[src/rtl/accumulator_control_unit.sv]
// ============================================================================
// Module : accumulator_control_unit
// Fetch/decode/execute sequencer for the 16-bit accumulator computer; owns
// PC, IR and ACC, masters the memory port and steers the external ALU.
// Rev    : 1.0
// ============================================================================
`default_nettype none

module accumulator_control_unit #(
    parameter int PC_W     = 12,
    parameter int PC_RESET = 0
) (
    input  logic            clk,
    input  logic            reset,
    input  logic            start,
    output logic [15:0]     mem_addr,
    output logic [15:0]     mem_wdata,
    output logic            mem_we,
    input  logic [15:0]     mem_rdata,
    output logic [3:0]      alu_opcode,
    output logic [15:0]     alu_a,
    output logic [15:0]     alu_b,
    input  logic [15:0]     alu_result,
    output logic [PC_W-1:0] pc,
    output logic [15:0]     ir,
    output logic [15:0]     acc,
    output logic            halted,
    output logic            illegal
);

    typedef enum logic [2:0] {
        S_IDLE       = 3'd0,
        S_FETCH      = 3'd1,
        S_FETCH_WAIT = 3'd2,
        S_DECODE     = 3'd3,
        S_EXEC_WAIT  = 3'd4,
        S_HALTED     = 3'd5
    } state_t;

    localparam logic [3:0] c_OP_HALT  = 4'h0;
    localparam logic [3:0] c_OP_LOAD  = 4'h1;
    localparam logic [3:0] c_OP_STORE = 4'h2;
    localparam logic [3:0] c_OP_ADD   = 4'h3;
    localparam logic [3:0] c_OP_SUB   = 4'h4;
    localparam logic [3:0] c_OP_AND   = 4'h5;
    localparam logic [3:0] c_OP_OR    = 4'h6;
    localparam logic [3:0] c_OP_XOR   = 4'h7;
    localparam logic [3:0] c_OP_JUMP  = 4'h8;
    localparam logic [3:0] c_OP_JUMPZ = 4'h9;
    localparam logic [3:0] c_OP_LOADI = 4'hA;
    localparam logic [3:0] c_OP_SHL   = 4'hB;
    localparam logic [3:0] c_OP_SHR   = 4'hC;

    localparam logic [3:0] c_ALU_ADD = 4'b0000;
    localparam logic [3:0] c_ALU_SUB = 4'b0001;
    localparam logic [3:0] c_ALU_SHL = 4'b0100;
    localparam logic [3:0] c_ALU_SHR = 4'b0101;
    localparam logic [3:0] c_ALU_AND = 4'b1000;
    localparam logic [3:0] c_ALU_OR  = 4'b1001;
    localparam logic [3:0] c_ALU_XOR = 4'b1010;

    state_t            r_state;
    state_t            w_state_next;
    logic [PC_W-1:0]   r_pc;
    logic [PC_W-1:0]   w_pc_next;
    logic [15:0]       r_ir;
    logic [15:0]       w_ir_next;
    logic [15:0]       r_acc;
    logic [15:0]       w_acc_next;
    logic              r_illegal;
    logic              w_illegal_next;
    logic              w_we;
    logic [3:0]        w_opc;
    logic [11:0]       w_operand;

    assign w_opc     = r_ir[15:12];
    assign w_operand = r_ir[11:0];

    always_ff @(posedge clk) begin
        if (reset) begin
            r_state   <= S_IDLE;
            r_pc      <= PC_W'(PC_RESET);
            r_ir      <= 16'h0000;
            r_acc     <= 16'h0000;
            r_illegal <= 1'b0;
        end else begin
            r_state   <= w_state_next;
            r_pc      <= w_pc_next;
            r_ir      <= w_ir_next;
            r_acc     <= w_acc_next;
            r_illegal <= w_illegal_next;
        end
    end

    always_comb begin
        w_state_next   = r_state;
        w_pc_next      = r_pc;
        w_ir_next      = r_ir;
        w_acc_next     = r_acc;
        w_illegal_next = r_illegal;
        mem_addr       = 16'(r_pc);
        mem_wdata      = r_acc;
        w_we           = 1'b0;
        alu_a          = r_acc;
        alu_b          = 16'h0000;
        alu_opcode     = c_ALU_ADD;

        case (r_state)
            S_IDLE, S_HALTED: begin
                if (start) w_state_next = S_FETCH;
            end
            S_FETCH: begin
                w_state_next = S_FETCH_WAIT;
            end
            S_FETCH_WAIT: begin
                w_ir_next    = mem_rdata;
                w_pc_next    = r_pc + PC_W'(1);
                w_state_next = S_DECODE;
            end
            S_DECODE: begin
                w_state_next = S_FETCH;
                case (w_opc)
                    c_OP_HALT: w_state_next = S_HALTED;
                    c_OP_LOAD, c_OP_ADD, c_OP_SUB, c_OP_AND, c_OP_OR, c_OP_XOR: begin
                        mem_addr     = {4'h0, w_operand};
                        w_state_next = S_EXEC_WAIT;
                    end
                    c_OP_STORE: begin
                        mem_addr = {4'h0, w_operand};
                        w_we     = 1'b1;
                    end
                    c_OP_JUMP:  w_pc_next = PC_W'(w_operand);
                    c_OP_JUMPZ: begin
                        if (r_acc == 16'h0000) w_pc_next = PC_W'(w_operand);
                    end
                    c_OP_LOADI: w_acc_next = {4'h0, w_operand};
                    c_OP_SHL: begin
                        alu_opcode = c_ALU_SHL;
                        w_acc_next = alu_result;
                    end
                    c_OP_SHR: begin
                        alu_opcode = c_ALU_SHR;
                        w_acc_next = alu_result;
                    end
                    default: begin
                        w_illegal_next = 1'b1;
                        w_state_next   = S_HALTED;
                    end
                endcase
            end
            S_EXEC_WAIT: begin
                // Operand fetched in DECODE arrives here; IR still selects the op.
                alu_b = mem_rdata;
                case (w_opc)
                    c_OP_SUB: alu_opcode = c_ALU_SUB;
                    c_OP_AND: alu_opcode = c_ALU_AND;
                    c_OP_OR:  alu_opcode = c_ALU_OR;
                    c_OP_XOR: alu_opcode = c_ALU_XOR;
                    default:  alu_opcode = c_ALU_ADD;
                endcase
                if (w_opc == c_OP_LOAD) w_acc_next = mem_rdata;
                else                    w_acc_next = alu_result;
                w_state_next = S_FETCH;
            end
            default: w_state_next = S_IDLE;
        endcase
    end

    // A STORE decoded in the reset cycle must not reach memory.
    assign mem_we  = w_we & ~reset;
    assign pc      = r_pc;
    assign ir      = r_ir;
    assign acc     = r_acc;
    assign halted  = (r_state == S_HALTED);
    assign illegal = r_illegal;

endmodule

`default_nettype wire

[config.mk]
export PLATFORM = sky130hd
export DESIGN_NAME = accumulator_control_unit
export DESIGN_NICKNAME = d
export VERILOG_FILES = /design/src/rtl/accumulator_control_unit.sv
export SDC_FILE = /design/constraint.sdc
export NUM_CORES = 1
export LEC_CHECK = 0
export ABC_AREA = 1
export CORE_ASPECT_RATIO = 1.75
export CORE_MARGIN = 1.5
export CORE_UTILIZATION = 38
export DETAILED_ROUTE_END_ITERATION = 10
export PLACE_DENSITY = 0.86
export SLEW_MARGIN = 20
export SYNTH_ARGS = -nofsm -noshare
export SYNTH_HDL_FRONTEND = slang
export SYNTH_SLANG_ARGS = --single-unit
[constraint.sdc]
create_clock -name clk -period 1.4 [get_ports clk]
set_input_delay 0.28 -clock clk [delete_from_list [all_inputs] [get_ports clk]]
set_output_delay 0.28 -clock clk [all_outputs]
set_load 0.03 [all_outputs]
==> flow_metrics.tcl <==
set metrics [dict create \
    path_class "reg2out" \
    path_cells "buf_6 -> inv_4 -> nand2_4 -> nor2_4 -> inv_4 -> buf_8 -> nor2_4 -> buf_6" \
    grt_max_degree 33 \
    worstSkewPairLatency_ns 0.30 \
    synth_warnings 0 \
    final_cells 830 \
    drcViolationCount 0 \
    cellPowerDensity_mw_per_mm2 895 \
    dpl_cell_area_mm2 0.00538 \
    cp_top_family "buffers and inverters" \
    fin_area_mm2 0.00620 \
    seq_area_frac_synth 0.290 \
    wl_met1_um 4980 \
    grt_antenna_before_repair 0 \
    grt_setup_unrepaired "yes" \
    crit_cells 8 \
    critPathBufInv 5 \
    start_util 0.396 \
    rows 44 \
    grtUsageTotal 0.293 \
    wire_per_inst_um 18.4 \
    core_mm2 0.00837 \
    dp.cells 798 \
    ff2ff_path_depth 8 \
    hold_viol_final 0 \
    first_pass_iters 7 \
    ioPinCount 150 \
    cp_max_fo 6 \
    grt_first_pass_wirelength_um 21500 \
    total_power_mw 5.55 \
    fin_hold_ws_ns 0.509 \
    hold_buffers 0 \
    finalWirelength_um 15300 \
    critical-path-slowest-cell "dfxtp_2" \
    leakage_nw 2.92 \
    fp.dieH_um 127 \
    cap_violations 0 \
    dr.max_layer_used "met4" \
    diodes 0 \
    failed_checks "negative setup slack" \
    yosysUniqueCellTypes 33 \
    die_x_um 73.6 \
    ir_worst_vdd_v 0.000743 \
    clk_pin_slew_ns 0.07 \
    drive_gt1_frac 0.446 \
    slowest_delay_ns 0.35 \
    yosysTopAreaCell "dfxtp_1" \
    endpoint_kind "output port" \
    ys_ff_latch 48 \
    met2_length_um 8100 \
    area_delta_synth_final_pct 86.9 \
    drt_iter0_markers 309 \
    place_ws_ns -0.202 \
    hpwl_um 9090 \
    setup_viol 65 \
    holdPathStages 2 \
    synthTopCellsByArea "dfxtp_1 (29%), nand2_1 (13%), buf_4 (8.8%), o21ai_0 (7.4%), inv_1 (6.6%)" \
    clkSinkCount 48 \
    avgSynthCellArea_um2 6.31 \
    fin_ws_ns -0.492 \
    hold_class "reg2reg" \
    io_buffers 145 \
    post-route-util 0.741 \
    route.met3.wl_um 972 \
    period_needed_ns 1.89 \
    start_kind "register" \
    fin_crit_sh 1.35 \
    gp_congestion 0.879 \
    via_per_inst 5.61 \
    cts_buffers 5 \
    htreeDepth 2 \
    cp.arrival_ns 1.61 \
    cts-root-buf "clkbuf_16" \
    netlist.area_leader.share 0.290 \
    grt_overflow 0 \
    first_global_vias 4465 \
    dieArea_mm2 0.00932 \
    fin_skew_ns 0.00778 \
    clock_path_buffers 2 \
    layout_common_cells "nand2_1 (92), buf_4 (92), inv_1 (56)" \
    vias 4655 \
    finalSetupTns_ns -22.67 \
    fmax_ghz 0.529 \
    syn_inst 526 \
    cp.required_ns 1.12 \
    maxSlewViolCount 0 \
    netlist_area_mm2 0.00332 \
    outcome "finished, violations left" \
    cts_tree "yes" \
    fin_nets 750 \
    ant_nets 0 \
]
[power by group]
group,switching (mW),internal (mW),leakage (nW)
logic,1.53,1.06,2.44
clock network,0.575,0.725,0.0779
registers,0.154,1.50,0.396
total,2.26,3.29,2.92
[state kept, by name, summed over array words and instances (netlist names)]
register,count
ir,16
illegal,1
acc,16
pc,12
r_state,3
[path summary, 6_finish.rpt]
| path | to | start | slack (ns) |
|---|---|---|---|
| setup / recovery | alu_b[13] | r_state[1]$_SDFFE_PP0P_ | -0.49 |
| hold reg to reg | illegal$_SDFFE_PP0P_ | illegal$_SDFFE_PP0P_ | 0.51 |
| hold / removal | illegal$_SDFFE_PP0P_ | illegal$_SDFFE_PP0P_ | 0.51 |
| setup reg to reg | pc[4]$_SDFFE_PP0P_ | pc[0]$_SDFFE_PP0P_ | -0.36 |
[routing by layer]
metal / GRT usage / vias up
li1: - / 2039
met1: 0.296 / 2171
met2: 0.525 / 333
met3: 0.0373 / 112
met4: 0.215 / 0
met5: 0 / -
[what timing repair did]
| action | 4_1_cts | 5_1_grt |
|---|---|---|
| setup endpoints to repair | 110 | 103 |
| setup buffers | 9 | 9 |
| hold endpoints to repair | 0 | 0 |
| cloned | 5 | 4 |
| pin swaps | 5 | 16 |
| gates resized for setup | 157 | 93 |
[synth_stat cells]
cell / instances
buf_2: 10
clkbuf_1: 10
o311ai_2: 1
nor3_1: 2
a21o_1: 1
nand2_2: 4
nor2_8: 2
o21ai_0: 49
a31oi_1: 4
o211ai_1: 16
nand2_1: 113
inv_2: 5
or2_2: 1
ha_1: 1
nand3_2: 1
buf_6: 2
nor2_2: 1
buf_4: 39
nand4_1: 1
nor2_1: 57
xnor2_1: 1
nor2_4: 3
dfxtp_1: 48
inv_1: 58
o22ai_1: 1
a21oi_2: 3
nor4_1: 1
inv_4: 1
o21ai_1: 28
a21oi_4: 1
nand3_1: 25
conb_1: 1
a21oi_1: 35
[area by class of cell]
cell class,count,area [um2]
flip-flops and latches,48,988
clock inverters,2,17.5
inverters,64,253
well taps,115,144
fillers,556,2170
repair buffers,239,2380
multi-input cells,356,2280
clock buffers,6,139
[worst register-to-register path, delay by kind of cell (launching register included)]
family	cells	cell delay [ns]
compound gates	3	0.68
buf+inv	1	0.08
fa+ha+maj	1	0.19
flops	1	0.38
simple gates	3	0.32
[kinds of logic (layout without fill, tap and decap cells)]
| family | after synthesis | count (layout) | synth area share |
|---|---|---|---|
| buf+inv | 125 | 311 | 0.195 |
| flops | 48 | 48 | 0.290 |
| fa+ha+maj | 1 | 1 | 0.00377 |
| compound gates | 139 | 139 | 0.235 |
| other cells | 1 | 4 | 0.00113 |
| simple gates | 211 | 211 | 0.273 |
| xor+xnor | 1 | 1 | 0.00264 |
(Power assumes the default switching activity.)
